**config.mk**
```make
export PLATFORM = sky130hd
export DESIGN_NAME = rx_frame_ctrl_flat
export DESIGN_NICKNAME = d
export VERILOG_FILES = /design/src/rtl/rx_frame_ctrl_pkg.sv /design/src/rtl/rx_frame_ctrl_if.sv /design/src/rtl/rx_frame_buf.sv /design/src/rtl/rx_frame_ctrl.sv /design/src/flat_wrapper.sv
export SDC_FILE = /design/constraint.sdc
export NUM_CORES = 1
export LEC_CHECK = 0
export CORE_ASPECT_RATIO = 2
export CORE_MARGIN = 2
export CORE_UTILIZATION = 40
export CTS_CLUSTER_SIZE = 24
export DETAILED_ROUTE_END_ITERATION = 16
export GPL_TIMING_DRIVEN = 0
export MAX_ROUTING_LAYER = met4
export SLEW_MARGIN = 0
export SYNTH_ARGS = -nofsm -noshare
export SYNTH_HDL_FRONTEND = slang
export SYNTH_SLANG_ARGS = --single-unit
```
**constraint.sdc**
```tcl
create_clock -name clk -period 7.7 [get_ports clk]
set_clock_uncertainty 0.1 [all_clocks]
set_input_delay 0.77 -clock clk [delete_from_list [all_inputs] [get_ports clk]]
set_output_delay 0.77 -clock clk [all_outputs]
set_load 0.1 [all_outputs]
```
**src/rtl/rx_frame_ctrl_pkg.sv**
```systemverilog
// Shared types and helpers for the RMII receive commit/drop controller.
//   state_t  : controller state encoding
//   WORD_W   : aggregated word width
//   CNT_W    : frame counter width
//   sat_inc  : saturating increment used by the good/drop counters
package rx_ctrl_pkg;

    localparam int WORD_W = 32;
    localparam int CNT_W  = 16;

    typedef enum logic [2:0] {
        IDLE,
        COLLECT,
        SETTLE_W,
        DRAIN,
        DROP
    } state_t;

    function automatic logic [CNT_W-1:0] sat_inc(input logic [CNT_W-1:0] v);
        return (&v) ? v : v + 1'b1;
    endfunction

endpackage

```
**src/rtl/rx_frame_ctrl_if.sv**
```systemverilog
// Stream bundle around the frame controller.
//   upstream  : axiiv/axiid (aggregated words), done/kill (checksum verdict)
//   downstream: axiov/axiod/axio_last (committed frame), axior (ready)
// slave  = the controller, master = whoever drives the receive side and
// consumes the committed stream.
interface rx_frame_ctrl_if;
    import rx_ctrl_pkg::*;

    logic              axiiv;
    logic [WORD_W-1:0] axiid;
    logic              done;
    logic              kill;
    logic              axior;
    logic              axiov;
    logic [WORD_W-1:0] axiod;
    logic              axio_last;

    modport master (output axiiv, axiid, done, kill, axior,
                    input  axiov, axiod, axio_last);
    modport slave  (input  axiiv, axiid, done, kill, axior,
                    output axiov, axiod, axio_last);
endinterface

```
**src/rtl/rx_frame_buf.sv**
```systemverilog
// Single-frame word buffer: DEPTH x WORD_W simple dual-port memory.
//   clk          : write clock
//   we/waddr/wdata : synchronous write port
//   raddr/rdata  : combinational read port (registered by the controller)
module rx_frame_buf
    import rx_ctrl_pkg::*;
#(
    parameter int DEPTH = 16
) (
    input  logic                     clk,
    input  logic                     we,
    input  logic [$clog2(DEPTH)-1:0] waddr,
    input  logic [WORD_W-1:0]        wdata,
    input  logic [$clog2(DEPTH)-1:0] raddr,
    output logic [WORD_W-1:0]        rdata
);

    logic [WORD_W-1:0] mem [DEPTH];

    always_ff @(posedge clk) begin
        if (we) mem[waddr] <= wdata;
    end

    assign rdata = mem[raddr];

endmodule

```
**src/rtl/rx_frame_ctrl.sv**
```systemverilog
// Commit/drop controller for the RMII receive path. Buffers one frame of
// aggregated words, waits for the checksum verdict, then either streams the
// frame out (valid/ready/last) or discards it, counting both outcomes.
//   clk, rstn   : clock, asynchronous active-low reset
//   bus (slave) : upstream words + verdict in, committed stream out
//   busy        : controller not in IDLE
//   good_count  : committed frames (saturating)
//   drop_count  : dropped frames (saturating)
module rx_frame_ctrl
    import rx_ctrl_pkg::*;
#(
    parameter int DEPTH   = 16,
    parameter int SETTLE  = 8,
    parameter int TIMEOUT = 4096
) (
    input  logic             clk,
    input  logic             rstn,
    rx_frame_ctrl_if.slave   bus,
    output logic             busy,
    output logic [CNT_W-1:0] good_count,
    output logic [CNT_W-1:0] drop_count
);

    localparam int AW = $clog2(DEPTH);
    localparam int PW = AW + 1;              // extra bit: full != empty
    localparam int SW = $clog2(SETTLE + 1);
    localparam int TW = $clog2(TIMEOUT) + 1;

    state_t            state;
    logic [PW-1:0]     wr_ptr, rd_ptr;
    logic              ovf;
    logic [SW-1:0]     settle_cnt;
    logic [TW-1:0]     idle_cnt;

    logic              filling, full, we;
    logic [PW-1:0]     wr_nxt, rd_nxt;
    logic              ovf_nxt;
    logic [AW-1:0]     raddr;
    logic [WORD_W-1:0] rdata;

    assign filling = (state == COLLECT) || (state == SETTLE_W);
    assign full    = (wr_ptr == PW'(DEPTH));
    // IDLE always writes slot 0 (wr_ptr is cleared there).
    assign we      = bus.axiiv && ((state == IDLE) || (filling && !full));
    assign wr_nxt  = wr_ptr + PW'(we);
    assign ovf_nxt = ovf || (bus.axiiv && filling && full);
    assign rd_nxt  = rd_ptr + PW'(1);
    // Look one word ahead in DRAIN so axiod can load on the handshake edge;
    // elsewhere slot 0 is presented for the DRAIN entry load.
    assign raddr   = (state == DRAIN) ? rd_nxt[AW-1:0] : '0;
    assign busy    = (state != IDLE);

    rx_frame_buf #(.DEPTH(DEPTH)) u_buf (
        .clk   (clk),
        .we    (we),
        .waddr (wr_ptr[AW-1:0]),
        .wdata (bus.axiid),
        .raddr (raddr),
        .rdata (rdata)
    );

    always_ff @(posedge clk or negedge rstn) begin
        if (!rstn) begin
            state         <= IDLE;
            wr_ptr        <= '0;
            rd_ptr        <= '0;
            ovf           <= 1'b0;
            settle_cnt    <= '0;
            idle_cnt      <= '0;
            bus.axiov     <= 1'b0;
            bus.axiod     <= '0;
            bus.axio_last <= 1'b0;
            good_count    <= '0;
            drop_count    <= '0;
        end else begin
            case (state)
                IDLE: begin
                    if (bus.axiiv) begin
                        wr_ptr   <= PW'(1);
                        ovf      <= 1'b0;
                        idle_cnt <= '0;
                        state    <= COLLECT;
                    end
                end
                COLLECT: begin
                    wr_ptr <= wr_nxt;
                    ovf    <= ovf_nxt;
                    if (bus.kill) begin
                        state <= DROP;
                    end else if (bus.done) begin
                        settle_cnt <= '0;
                        state      <= SETTLE_W;
                    end else if (bus.axiiv) begin
                        idle_cnt <= '0;
                    end else if (idle_cnt == TW'(TIMEOUT - 1)) begin
                        state <= DROP;
                    end else begin
                        idle_cnt <= idle_cnt + TW'(1);
                    end
                end
                SETTLE_W: begin
                    wr_ptr <= wr_nxt;
                    ovf    <= ovf_nxt;
                    if (bus.kill) begin
                        state <= DROP;
                    end else if (settle_cnt == SW'(SETTLE)) begin
                        // Decide on the post-write view so a word landing on
                        // this final edge is counted.
                        if (ovf_nxt || wr_nxt == '0) begin
                            state <= DROP;
                        end else begin
                            rd_ptr        <= '0;
                            bus.axiov     <= 1'b1;
                            bus.axiod     <= rdata;
                            bus.axio_last <= (wr_nxt == PW'(1));
                            state         <= DRAIN;
                        end
                    end else begin
                        settle_cnt <= settle_cnt + SW'(1);
                    end
                end
                DRAIN: begin
                    if (bus.axiov && bus.axior) begin
                        if (bus.axio_last) begin
                            good_count    <= sat_inc(good_count);
                            wr_ptr        <= '0;
                            rd_ptr        <= '0;
                            bus.axiov     <= 1'b0;
                            bus.axio_last <= 1'b0;
                            bus.axiod     <= '0;
                            state         <= IDLE;
                        end else begin
                            rd_ptr        <= rd_nxt;
                            bus.axiod     <= rdata;
                            bus.axio_last <= (rd_nxt == wr_ptr - PW'(1));
                        end
                    end
                end
                DROP: begin
                    drop_count <= sat_inc(drop_count);
                    wr_ptr     <= '0;
                    rd_ptr     <= '0;
                    ovf        <= 1'b0;
                    state      <= IDLE;
                end
                default: state <= IDLE;
            endcase
        end
    end

endmodule

```
**src/flat_wrapper.sv**
```systemverilog
// flat-port wrapper written by rule: the top's interface ports become plain ports
module rx_frame_ctrl_flat import rx_ctrl_pkg::*;
#(
    parameter int DEPTH   = 16,
    parameter int SETTLE  = 8,
    parameter int TIMEOUT = 4096
)
  (clk, rstn, busy, good_count, drop_count, bus_axiiv, bus_axiid, bus_done, bus_kill, bus_axior, bus_axiov, bus_axiod, bus_axio_last);
  rx_frame_ctrl_if bus_i ();
  input  logic clk;
  input  logic rstn;
  output logic busy;
  output logic [CNT_W-1:0] good_count;
  output logic [CNT_W-1:0] drop_count;
  input wire logic [$bits(bus_i.axiiv)-1:0] bus_axiiv;
  input wire logic [$bits(bus_i.axiid)-1:0] bus_axiid;
  input wire logic [$bits(bus_i.done)-1:0] bus_done;
  input wire logic [$bits(bus_i.kill)-1:0] bus_kill;
  input wire logic [$bits(bus_i.axior)-1:0] bus_axior;
  output wire logic [$bits(bus_i.axiov)-1:0] bus_axiov;
  output wire logic [$bits(bus_i.axiod)-1:0] bus_axiod;
  output wire logic [$bits(bus_i.axio_last)-1:0] bus_axio_last;
  assign bus_i.axiiv = bus_axiiv;
  assign bus_i.axiid = bus_axiid;
  assign bus_i.done = bus_done;
  assign bus_i.kill = bus_kill;
  assign bus_i.axior = bus_axior;
  assign bus_axiov = bus_i.axiov;
  assign bus_axiod = bus_i.axiod;
  assign bus_axio_last = bus_i.axio_last;
  rx_frame_ctrl #(.DEPTH(DEPTH), .SETTLE(SETTLE), .TIMEOUT(TIMEOUT)) u_core (.clk(clk), .rstn(rstn), .bus(bus_i), .busy(busy), .good_count(good_count), .drop_count(drop_count));
endmodule
```
==> results.toml <==
[sta]
finalCritPeriodShare_pct = 57.0
fin_ws_ns = 3.31
rsz0062_at_grt = "false"
max_freq_mhz = 228
min_period_ns = 4.39
slew_violations = 0
final_hold_viol_count = 0
holdWs_ns = 0.377
setup_viol = 0
relSlewSlack_pct = 31.7
worst_pin_slew_ns = 1.02
fin_tns_setup_ns = 0

[worst_setup_path]
end_kind = "flip-flop"
reg2reg_from = "u_core.wr_ptr[0]$_DFFE_PN0P_"
cp.arrival_ns = 4.78
worstSetupPathType = "reg -> reg"
required_ns = 8.08
timing.rr.end = "u_core.bus.axiod[27]$_DFFE_PN0P_"
critical_path.endpoint = "u_core.bus.axiod[27]$_DFFE_PN0P_"
r2r_slack_ns = 3.31
start_kind = "flip-flop"
cp-startpoint = "u_core.wr_ptr[0]$_DFFE_PN0P_"
cp_max_fo = 10
rr_worst_depth = 14

[floorplanning]
row_count = 130
io_pins = 105
die_y_um = 359
core_mm2 = 0.0625
dieArea_mm2 = 0.0650
die-width_um = 181
start_util_pct = 40.3

[synthesis]
yosysSeqAreaShare_pct = 70.8
synth_largest_area_cell = "edfxtp_1"
yosysTopAreaCellShare_pct = 61.1
synth.most_common_cell = "edfxtp_1"
yosys_most_used_dff = "edfxtp_1"
yosys_warnings = 0
synth_top_family_by_area = "compound AO/OA/AOI/OAI gates"
ys_ff_latch = 609
synth_fp_nets = 1735
yosys.area_share.adder_pct = 0.726
syn_inst = 1684
synthDistinctLibCells = 79
muxShareOfSynthArea_pct = 3.18
ys_top_cells_by_area = "edfxtp_1 (61%), dfrtp_1 (9.6%), a221oi_1 (2.7%), o211ai_1 (1.9%), nand2_1 (1.7%)"
avgSynthCellArea_um2 = 14.9
synth_compound_area_share_pct = 13.0
yosys-top-cells-count = "edfxtp_1 (512), nand2_1 (112), dfrtp_1 (97)"
synthArstFlopShare_pct = 15.9
synth_xor_area_share_pct = 1.56
synth_enable_flop_cells = 512
synthSimpleGateAreaFrac_pct = 8.05
syn-cell-area_mm2 = 0.0252

[global_route]
grt_max_degree = 78
grt_pass1_wl_um = 103000
grt_use_total_pct = 21.9
grt_pass1_vias = 16000
antenna_found_initial = 2
grt-ovfl-total = 0

[cts]
clkSlewWorstSetupHoldPaths_ns = 0.07
cts-root-buf = "clkbuf_16"
htree_levels = 2
clock_path_buffers = 3
cts_tree = "done"
cts.sinks = 609
cts_buffers = 55
insertion_delay_ns = 0.62

[finish]
area_delta_synth_final_pct = 18.0
finish.utilization_pct = 47.5
fin_nets = 1925
drive_above_1_share_pct = 14.8

[drt]
wire_per_inst_um = 25.9
wl_um = 70400
dr.pass1.iters = 6
viasPerCell = 5.96
initialDrtViolationCount = 1745
drc = 0
vias = 16200
antenna_left = 0

[status]
status = "complete, no violations"

[place]
hpwlAfterDp_um = 47500
gp_congestion = 0.844
pre_cts_slack_ns = 3.38
port_buffers = 103

[power]
power_density_mw_per_mm2 = 311
p_leak_nw = 9.77
vdd_drop_max_mv = 0.342

[job]
maxCapViolCount = 0

[hold_path]
min_path_type = "reg -> reg"
[worst min path at each step]
stage	cells after the start	end	slack, ns	start
floorplan	1	u_core.idle_cnt[7]$_DFFE_PN0P_	0.34	u_core.idle_cnt[7]$_DFFE_PN0P_
global placement	1	u_core.idle_cnt[7]$_DFFE_PN0P_	0.36	u_core.idle_cnt[7]$_DFFE_PN0P_
detailed placement	1	u_core.idle_cnt[7]$_DFFE_PN0P_	0.37	u_core.idle_cnt[7]$_DFFE_PN0P_
CTS	1	u_core.idle_cnt[7]$_DFFE_PN0P_	0.38	u_core.idle_cnt[7]$_DFFE_PN0P_
global route	1	u_core.idle_cnt[7]$_DFFE_PN0P_	0.39	u_core.idle_cnt[7]$_DFFE_PN0P_
finish	1	u_core.idle_cnt[7]$_DFFE_PN0P_	0.38	u_core.idle_cnt[7]$_DFFE_PN0P_
[where the power goes]
part	switching [mW]	leakage [nW]	total [mW]	internal, mW
registers	0.155	5.95	3.98	3.82
clock network	1.24	0.907	2.87	1.62
logic	1.70	2.92	2.40	0.697
[critical path, cell delays in order, from the launching register on]
cell and delay, ns:
dfrtp_1 0.48, inv_1 0.15, ha_1 0.25, and4bb_1 0.27
maj3_1 0.37, nor2_1 0.36, ha_1 0.30, ha_1 0.29
xnor2_1 0.14, a31oi_1 0.16, o41ai_4 0.48, nand2b_1 0.21
nand2_2 0.16, buf_2 0.29, a32o_1 0.26
[metal layers]
layer / up-vias / wire length, um / track usage, % / part of all wire [%]
met5: - / 0 / - / 0
met2: 695 / 34400 / 36.0 / 49
met1: 8181 / 29000 / 28.1 / 41
met4: 0 / 2360 / 7.98 / 3.4
met3: 167 / 4600 / 2.76 / 6.5
li1: 7117 / - / - / -
[per-stage QoR]
step / instances / total power [mW] / instance area [um2]
after CTS: 2711 / 9.30 / 29700
after detailed placement: 2608 / 6.44 / 27800
after floorplan: 1684 / 5.65 / 25200
final: 2713 / 9.24 / 29700
after global routing: 2713 / 9.56 / 29700
after global placement: 2579 / 6.38 / 27200
[flip-flops by register name (all words and copies together) (netlist names)]
name and flops:
u_core.u_buf.mem 512, u_core.bus.axiod 32, u_core.drop_count 16, u_core.good_count 16, u_core.idle_cnt 13, u_core.rd_ptr 5
u_core.wr_ptr 5, u_core.settle_cnt 4, u_core.state 3, u_core.bus.axio_last 1, u_core.bus.axiov 1, u_core.ovf 1
[repair_timing]
| item | CTS | global route |
|---|---|---|
| endpoints found under the hold margin | 20 | 0 |
| gates resized for setup | 0 | 0 |
| buffers inserted | 0 | 0 |
| hold buffers | 1 | 0 |
[cells by family (layout without fill, tap and decap cells)]
group,count (synthesis),count (layout)
DFF,609,609
AOI/OAI and AO/OA,423,423
and+or+nand+nor,383,383
buffers and inverters,136,371
muxes,74,74
xor gates and xnor gates,44,44
adders and majority gates,15,15
other,0,2
[area by class of cell]
| class | count | area (um2) |
|---|---|---|
| inverters | 9 | 33.8 |
| plain buffers | 127 | 646 |
| well taps | 792 | 991 |
| multi-input cells | 939 | 6790 |
| fillers | 5383 | 32800 |
| clock inverters | 33 | 419 |
| diodes | 2 | 5.00 |
| clock buffers | 69 | 1460 |
| repair buffers | 133 | 1540 |
| flip-flops and latches | 609 | 17800 |
[cell usage in the layout, fill, tap and decap left out, types with 12 or more instances in the layout]
cell / n
nor4_1: 31
buf_6: 25
o221ai_1: 31
xnor2_1: 29
mux2i_1: 36
or2_2: 29
edfxtp_1: 512
nor2_4: 12
nor2b_1: 33
o211ai_1: 64
xor2_1: 14
a32o_1: 31
a221oi_1: 77
dfrtp_1: 97
a31oi_1: 36
nor2_1: 29
clkdlybuf4s50_1: 102
mux2_2: 36
nand3_1: 56
a211o_1: 30
buf_2: 45
a21oi_1: 15
ha_1: 13
clkbuf_1: 71
nand2_1: 112
clkbuf_16: 56
o22ai_1: 35
o21ai_0: 64
No activity file was read; power rests on OpenSTA's default activity.
